==> src/rtl/b01_serial_ctrl.sv <==
`default_nettype none
// =============================================================================
// Module      : b01_serial_ctrl
// Description : Frame sequencer feeding two operands LSB-first into a bit-serial
//               two-line adder and reassembling its serial sum in parallel.
// Revision    : 1.0 - initial release
// =============================================================================
module b01_serial_ctrl #(
    parameter int WIDTH = 8,
    parameter int CNT_W = $clog2(WIDTH)
) (
    input  logic             clock,
    input  logic             RESET_G,
    input  logic             start_i,
    input  logic [WIDTH-1:0] op_a_i,
    input  logic [WIDTH-1:0] op_b_i,
    output logic             busy_o,
    output logic             done_o,
    output logic [WIDTH-1:0] result_o,
    output logic             ovf_o,
    output logic             line1_o,
    output logic             line2_o,
    output logic             adder_nreset_o,
    input  logic             outp_i,
    input  logic             overflw_i
);

    typedef enum logic [2:0] {
        S_IDLE  = 3'd0,
        S_CLEAR = 3'd1,
        S_SHIFT = 3'd2,
        S_DRAIN = 3'd3,
        S_DONE  = 3'd4
    } state_t;

    localparam logic [CNT_W-1:0] CNT_LAST = CNT_W'(WIDTH - 1);

    state_t           state;
    logic [CNT_W-1:0] cnt;
    logic [WIDTH-1:0] sh_a;
    logic [WIDTH-1:0] sh_b;
    logic             nreset_q;

    // The adder clear must follow RESET_G without waiting for a clock edge.
    assign adder_nreset_o = nreset_q & ~RESET_G;

    always_ff @(posedge clock or posedge RESET_G) begin
        if (RESET_G) begin
            state    <= S_IDLE;
            cnt      <= '0;
            sh_a     <= '0;
            sh_b     <= '0;
            nreset_q <= 1'b0;
            busy_o   <= 1'b0;
            done_o   <= 1'b0;
            result_o <= '0;
            ovf_o    <= 1'b0;
            line1_o  <= 1'b0;
            line2_o  <= 1'b0;
        end else begin
            done_o <= 1'b0;
            case (state)
                S_IDLE: begin
                    if (start_i) begin
                        sh_a     <= op_a_i;
                        sh_b     <= op_b_i;
                        result_o <= '0;
                        ovf_o    <= 1'b0;
                        busy_o   <= 1'b1;
                        nreset_q <= 1'b0;
                        line1_o  <= 1'b0;
                        line2_o  <= 1'b0;
                        state    <= S_CLEAR;
                    end
                end
                S_CLEAR: begin
                    nreset_q <= 1'b1;
                    line1_o  <= sh_a[0];
                    line2_o  <= sh_b[0];
                    sh_a     <= sh_a >> 1;
                    sh_b     <= sh_b >> 1;
                    cnt      <= '0;
                    state    <= S_SHIFT;
                end
                S_SHIFT: begin
                    // Adder output lags the line bits by one cycle, so bit 0
                    // becomes visible only once cnt has advanced to 1.
                    if (cnt != '0) begin
                        result_o <= {outp_i, result_o[WIDTH-1:1]};
                        ovf_o    <= ovf_o | overflw_i;
                    end
                    if (cnt == CNT_LAST) begin
                        line1_o <= 1'b0;
                        line2_o <= 1'b0;
                        state   <= S_DRAIN;
                    end else begin
                        line1_o <= sh_a[0];
                        line2_o <= sh_b[0];
                        sh_a    <= sh_a >> 1;
                        sh_b    <= sh_b >> 1;
                        cnt     <= cnt + 1'b1;
                    end
                end
                S_DRAIN: begin
                    result_o <= {outp_i, result_o[WIDTH-1:1]};
                    ovf_o    <= ovf_o | overflw_i;
                    busy_o   <= 1'b0;
                    done_o   <= 1'b1;
                    state    <= S_DONE;
                end
                S_DONE: begin
                    state <= S_IDLE;
                end
                default: begin
                    state <= S_IDLE;
                end
            endcase
        end
    end

endmodule
`default_nettype wire

==> config.mk <==
export PLATFORM = sky130hd
export DESIGN_NAME = b01_serial_ctrl
export DESIGN_NICKNAME = d
export VERILOG_FILES = /design/src/rtl/b01_serial_ctrl.sv
export SDC_FILE = /design/constraint.sdc
export NUM_CORES = 1
export LEC_CHECK = 0
export ABC_AREA = 1
export BUFFER_PORTS_ARGS = -buffer_cell sky130_fd_sc_hd__buf_4
export CAP_MARGIN = 20
export CORE_MARGIN = 1
export CORE_UTILIZATION = 50
export CTS_BUF_LIST = sky130_fd_sc_hd__clkbuf_8
export CTS_CLUSTER_DIAMETER = 40
export CTS_CLUSTER_SIZE = 10
export DETAILED_ROUTE_END_ITERATION = 6
export PLACE_DENSITY = 0.73
export SETUP_SLACK_MARGIN = 0.5
export SLEW_MARGIN = 20
export SYNTH_ARGS = -nofsm -noshare
export SYNTH_HDL_FRONTEND = slang
export SYNTH_SLANG_ARGS = --single-unit
==> constraint.sdc <==
create_clock -name clock -period 4.35 [get_ports clock]
set_clock_uncertainty 0.1 [all_clocks]
set_input_delay 0.2175 -clock clock [delete_from_list [all_inputs] [get_ports clock]]
set_output_delay 0.2175 -clock clock [all_outputs]
set_load 0.01 [all_outputs]
### Word level (Yosys, flattened, before mapping)

Cells that the tools add are included.
Widths: inputs -> output; s select.

| storage, ports and cells | value |
|---|---|
| register bits | 36 |
| input port bits | 21 |
| output and inout port bits | 14 |
| logic and storage cells | 62 |

| operators by class | value |
|---|---|
| add/subtract/negate cells | 1 |
| equal/unequal tests | 8 |
| multiplexer cells | 25 |
| bitwise operators | 3 |
| reductions and logical operators | 14 |

Operators with widths:

| kind | number |
|---|---|
| $pmux 8 s3 | 3 |
| $mux 8 | 6 |
| $pmux 3 s4 | 1 |
| $reduce_and 2->1 | 5 |
| $mux 3 | 3 |
| $pmux 1 s3 | 3 |
| $reduce_bool 3->1 | 3 |
| $ne 2x2->1 const B | 4 |
| $eq 3x2->1 const B | 2 |
| $mux 1 | 6 |
| $pmux 3 s2 | 1 |
| $reduce_and 3->1 | 2 |
| $reduce_bool 2->1 | 3 |
| $pmux 1 s2 | 2 |
| $add 3x1->3 const B | 1 |
| $eq 3x1->1 const B | 1 |
| $eq 3x3->1 const B | 1 |
| $logic_not 3->1 | 1 |
| $and 1x1->1 | 1 |
| $not 1->1 | 1 |
| $or 1x1->1 | 1 |

### Longest topological paths before layout

Gate-level depths: netlist of run 1.

| logic depth | value |
|---|---|
| depth in word-level cells | 3 |
| mapped depth | 8 |
| gate-level depth less buffers | 8 |

### Least setup slack after synthesis of run 1

OpenSTA, ideal clock, no wires.

| path | value |
|---|---|
| kind | register to register |
| start | register cnt[0] |
| end | register sh_a[6] |
| library setup time | 0.065 ns |
| arrival | 1.424 ns |
| required time | 4.185 ns |
| setup slack | 2.762 ns |
| cell stages (with the launch flop) | 9 |
| buffers on the path | 1 |
| period minus slack after synthesis | 1.588 ns |
| cells stage by stage | dfrtp_1 > ha_1 > ha_1 > nand3_1 > inv_2 > nor2_4 > buf_2 > nand2_1 > nand2_1 |

| on the way | value |
|---|---|
| word-level cells in the longest chain between the ends | 3 |

Ends and longest elaborated chain:

| item | line | source |
|---|---|---|
| start, declared | 39 | `logic [CNT_W-1:0] cnt;` |
| start signal, assigned | 101 | `cnt <= cnt + 1'b1;` |
| $eq 3x3->1 | 92 | `if (cnt == CNT_LAST) begin` |
| $ne 2x2->1 (no source line) | n/a |  |
| $reduce_and 3->1 (no source line) | n/a |  |
| end signal, assigned | 65 | `sh_a <= op_a_i;` |
| end signal, assigned | 80 | `sh_a <= sh_a >> 1;` |
| end signal, assigned | 99 | `sh_a <= sh_a >> 1;` |
| end, declared | 40 | `logic [WIDTH-1:0] sh_a;` |

Every way passes these cells.
A chain may end at the register's enable or synchronous reset.

### Worst setup path after layout of run 1

| path | value |
|---|---|
| start | register state[1] |
| end | register cnt[1] |

| on the way | value |
|---|---|
| word-level cells in the longest chain between the ends | 3 |
| elaborated cells between the ends (all ways) | 6 |
| classes of those cells | eq/ne (3); mux (1); reduce/logical (2) |

Ends and longest elaborated chain:

| item | line | source |
|---|---|---|
| start, declared | 38 | `state_t state;` |
| start signal, assigned | 49 | `state <= S_IDLE;` |
| start signal, assigned | 73 | `state <= S_CLEAR;` |
| start signal, assigned | 83 | `state <= S_SHIFT;` |
| $eq 3x2->1 or $eq 3x1->1 (tied branches) | 62 | `case (state)` |
| $ne 2x2->1 (no source line) or $reduce_bool 2->1 (tied branches) | n/a |  |
| $reduce_and 2->1 (no source line) | n/a |  |

Parallel ways exist; a longest one is shown, timed or not.

==> results of run 1 <==
-- area by class of cell --
cell class | instances | area, um^2
flip-flops and latches | 36 | 901
well taps | 46 | 57.6
clock inverters | 2 | 7.51
repair buffers | 36 | 273
fillers | 317 | 1210
multi-input cells | 172 | 757
clock buffers | 6 | 82.6
inverters | 21 | 78.8
-- synth_stat cells, drive strengths merged --
master  number  area share [%]
nand4        9             3.2
clkbuf       2            0.42
a21oi        2            0.77
nor2        18             4.4
o21ai        4             1.1
ha           3             2.1
nand2      113              24
nand3       23             7.0
buf          6             2.0
dfrtp       36              51
inv         21             4.4
-- sequential cells by signal (all words and copies together) (netlist names) --
register / count
line2_o: 1
cnt: 3
result_o: 8
line1_o: 1
busy_o: 1
sh_a: 8
nreset_q: 1
state: 3
ovf_o: 1
done_o: 1
sh_b: 8
-- logic make-up after synthesis --
logic type                 synth area share, %
adders and majority gates                 2.11
AOI/OAI and AO/OA                         1.90
and+or+nand+nor                           38.5
buffers and inverters                     6.82
DFF                                       50.6
-- worst max-delay path: stages, from the launching register on --
cell     delay, ns
dfrtp_1       0.45
inv_2         0.12
nand3_1       0.42
nand2_1       0.67
nand2_1       0.24
nand2_1       0.10
o21ai_0       0.08
-- stage by stage --
step	util [%]	instances	power (W)	cell area, um^2	hold WS, ns
2_1_floorplan	-	237	0.00103	1780	0.284
3_3_place_gp	61.2	310	0.00116	2060	0.259
3_5_place_dp	61.2	310	0.00118	2060	0.264
4_1_cts	64.1	319	0.00142	2160	0.140
5_1_grt	64.1	319	0.00154	2160	0.162
6_report	64.1	319	0.00141	2160	0.143
-- worst max path at each step --
stage | to | slack [ns] | cells past startpoint
floorplan | sh_a[6]$_DFFE_PP0P_ | 2.76 | 8
global placement | cnt[2]$_DFFE_PP0P_ | 2.08 | 6
detailed placement | cnt[2]$_DFFE_PP0P_ | 2.03 | 6
CTS | cnt[1]$_DFFE_PP0P_ | 2.06 | 5
global route | cnt[1]$_DFFE_PP0P_ | 1.84 | 6
finish | cnt[1]$_DFFE_PP0P_ | 2.05 | 6
-- cell usage in the layout, fill, tap and decap left out --
cell and instances:
o21ai_0 4, nor2_2 1, nor2_4 1, nand3_2 2, a21oi_2 1, ha_1 3, nand4_1 9, nand2_1 112
clkbuf_8 6, a21oi_1 1, dfrtp_1 36, nand2_2 1, dlygate4sd3_1 1, nand3_1 21, inv_1 21, buf_4 35
inv_2 2, nor2_1 16
-- power by group through the flow --
stage | combinational (W) | clock [W] | sequential (W)
after floorplan | 0.000489 | 0 | 0.000537
after global placement | 0.000624 | 0 | 0.000538
after detailed placement | 0.000637 | 0 | 0.000542
after CTS | 0.000639 | 0.000248 | 0.000537
after global routing | 0.000731 | 0.000260 | 0.000551
final | 0.000630 | 0.000243 | 0.000537
-- per-layer routing --
metal / track usage (%) / vias up
met5: 0 / -
met4: 5.71 / 0
met3: 6.93 / 3
met2: 34.3 / 43
met1: 27.9 / 730
li1: - / 807
==> results.ini, run 1 <==
[status]
status = finished clean

[power]
intPower_w = 0.000789
clkPwrFrac_pct = 17.2
pwr-share-seq_pct = 38.1
leakage_nw = 1.24
swShare_pct = 44.0
powerDensity_mw_per_mm2 = 654
irDropWorstVdd_uv = 330
p_sw_w = 0.000621
pwr-share-comb_pct = 44.7

[clock_network]
cts_setup_buffers = 0
clock_latency_ns = 0.29
clockBufferDepth = 2
cts_made_buffers = 5
cts_root_buf = clkbuf_8
cts_resized = 0
clkTransAtPathRegs_ns = 0.07
h-tree-depth = 2
cts_tree = yes
cts_hold_buf = 1
clock-sinks = 36

[timing]
period_needed_ns = 2.30
final_max_slew_viol_count = 0
worst_pin_slew_ns = 0.615
relSlewSlack_pct = 58.9
setup_viol = 0
rsz0062_at_grt = no
finalSetupTns_ns = 0
hold_viol = 0
fmax_mhz = 435
worst_slack_ns = 2.05
finalCritPeriodShare_pct = 52.9

[yosys]
synthCells = 237
ys_ff_latch = 36
synth_area_mm2 = 0.00178
synth_cell_types = 18
syn_area_per_cell_um2 = 7.51
synth_fp_nets = 261
ys_seq_area_share_pct = 50.6
ys_warn_count = 0

[critical_path]
startpoint = state[1]$_DFFE_PP0P_
r2r_setup_slack_ns = 2.05
crit_fanout = 20
path_class = flip-flop to flip-flop
r2r-start = state[1]$_DFFE_PP0P_
crit_path_end_kind = flip-flop
r2r-end = cnt[1]$_DFFE_PP0P_
reg2regPathDepth = 6
start_kind = flip-flop
cp.required_ns = 4.42
worstPathArrival_ns = 2.37

[drt]
met3_length_um = 161
drt-met1-wl_mm = 1.61
finalWirelength_mm = 3.57
drt-pass1-iter-count = 4
wl_met2_mm = 1.79
drcViolationCount = 0
via_per_inst = 4.96
routed.top_layer = met4
wl_per_cell_um = 11.2
ant_nets = 0
num_vias = 1583
drt_iter0_drc = 103

[min_path]
min_to = sh_a[7]$_DFFE_PP0P_
holdPathStages = 5
min_from = op_a_i[7]
hp-class = input pin to flip-flop

[finish]
diodes = 0
fin_nets = 296
post_route_cells_drive_above_1_share_pct = 17.9
area_growth_pct = 21.2

[floorplan]
start_util_pct = 52.9
die_area_mm2 = 0.00380
die_w_um = 61.7
std_cell_rows = 21
coreArea_mm2 = 0.00336
die_h_um = 61.7
io-pin-count = 35

[place]
gp_congestion = 0.708
port_buffers = 34
place_hpwl_mm = 2.43
pre_cts_slack_ns = 2.03

[global_route]
grt_pass1_wl_mm = 5.82
grt_pass1_vias = 1329
grt_max_degree = 37
grtUsageTotal_pct = 21.3
grt.overflow.total = 0
grt_antenna_before_repair = 0

[flow_run]
maxCapViolations = 0

No activity file was read; power rests on OpenSTA's default activity.
==> run 2: changes to the inputs <==
- clock period: 4.35 -> 2.2 ns (I/O delays scaled with it)
==> results.ini, run 2 (synthesis results as in run 1) <==
[critical_path]
path_delay_family = simple AND/OR/NAND/NOR gates
crit_fanout = 16
crit_path_end_kind = flip-flop
path_class = flip-flop to flip-flop
cpPeakStageDelay_ns = 0.41
cp.required_ns = 2.28
crit_chain = ha_1 -> ha_1 -> nand3_1 -> nand3_4 -> nand2_1 -> nand2_1
worst-path-buf-inv = 0
start_kind = flip-flop
crit_slowest_cell = dfrtp_1
worstPathArrival_ns = 1.72

[drt]
wl_per_cell_um = 11.2
num_vias = 1540
drt-pass1-iter-count = 4
drcViolationCount = 0
finalWirelength_mm = 3.60
ant_nets = 0
via_per_inst = 4.77
drt_iter0_drc = 109

[place]
port_buffers = 34
dp.cells = 313
gp_congestion = 0.739
place_hpwl_mm = 2.36

[clock_network]
cts_root_buf = clkbuf_8
clock-sinks = 36
clock_latency_ns = 0.29
cts_tree = yes
h-tree-depth = 2
cts_made_buffers = 5
clockBufferDepth = 2
clkTransAtPathRegs_ns = 0.07

[min_path]
hp-class = input pin to flip-flop

[timing]
fmax_mhz = 610
whs_ns = 0.0297
relSlewSlack_pct = 69.8
finalCritPeriodShare_pct = 74.6
setup_viol = 0
final_max_slew_viol_count = 0
period_needed_ns = 1.64
rsz0062_at_grt = yes
hold_viol = 0
worst_pin_slew_ns = 0.453
finalSetupTns_ns = 0

[global_route]
grt_antenna_before_repair = 0
grt_max_degree = 37
grtUsageTotal_pct = 22.1
grt_pass1_vias = 1341
grt.overflow.total = 0
grt_pass1_wl_mm = 6.07

[floorplan]
start_util_pct = 52.9
coreArea_mm2 = 0.00336
die_h_um = 61.7
std_cell_rows = 21
io-pin-count = 35
die_area_mm2 = 0.00380
die_w_um = 61.7

[finish]
post_route_cells_drive_above_1_share_pct = 20.2
area_growth_pct = 25.5
stdcell_count = 323
layout_common_cells = nand2_1, buf_4, dfrtp_1
fin_nets = 300
final_util_pct = 66.4
diodes = 0
final_common_cell = nand2_1
reg_top3 = result_o: 8 flops, sh_a: 8 flops, sh_b: 8 flops

[status]
status = finished clean

[power]
leakage_nw = 1.27
irDropWorstVdd_uv = 612
powerDensity_mw_per_mm2 = 1320

[flow_run]
maxCapViolations = 0

-- run 2: final timing paths --
| check | startpoint | endpoint | slack, ns | cells past startpoint |
|---|---|---|---|---|
| max in group asynchronous | RESET_G | busy_o$_DFFE_PP0P_ | 1.28 | 4 |
| setup reg to reg | cnt[1]$_DFFE_PP0P_ | sh_a[0]$_DFFE_PP0P_ | 0.56 | 6 |
| hold reg to reg | sh_b[6]$_DFFE_PP0P_ | sh_b[6]$_DFFE_PP0P_ | 0.38 | 2 |
| min in group asynchronous | RESET_G | cnt[2]$_DFFE_PP0P_ | 0.39 | 4 |
| hold / removal | op_b_i[7] | sh_b[7]$_DFFE_PP0P_ | 0.03 | 5 |
| setup / recovery | cnt[1]$_DFFE_PP0P_ | sh_a[0]$_DFFE_PP0P_ | 0.56 | 6 |
-- run 2: repair_timing --
action                     in CTS  in global routing
hold endpoints to repair       36                  0
setup endpoints to repair      25                 26
hold buffers                    1                  0
pin swaps                       1                  0
buffers inserted                1                  0
gates resized for setup         4                  2
-- run 2: routing by layer --
layer	track usage, %	share of wire (%)
met5	0	0
met3	4.41	3.7
met2	34.3	48
met1	30.3	47
met4	9.52	1.0
-- run 2: worst register-to-register path: stages (launching register included) --
cell	delay [ns]
dfrtp_1	0.41
ha_1	0.19
ha_1	0.17
nand3_1	0.24
nand3_4	0.24
nand2_1	0.13
nand2_1	0.05
-- run 2: cell type report --
type	count	area (um^2)
fillers	310	1130
inverters	21	78.8
well taps	46	57.6
clock buffers	6	82.6
repair buffers	40	315
multi-input cells	172	790
flip-flops and latches	36	901
clock inverters	2	7.51
-- run 2: where the power goes --
group          total [W]  switching [W]  leakage, nW  internal, W
Combinational    0.00140       0.000888        0.752     0.000511
Sequential       0.00107       0.000163        0.465     0.000908
Clock           0.000470       0.000224       0.0538     0.000246
-- run 2: per-stage QoR --
step / cell area (um^2) / power, W / worst slack, ns
3_5_place_dp: 2080 / 0.00238 / 0.345
5_1_grt: 2230 / 0.00323 / 0.415
6_report: 2230 / 0.00294 / 0.560
4_1_cts: 2220 / 0.00295 / 0.553
2_1_floorplan: 1780 / 0.00203 / 0.612
3_3_place_gp: 2080 / 0.00236 / 0.349
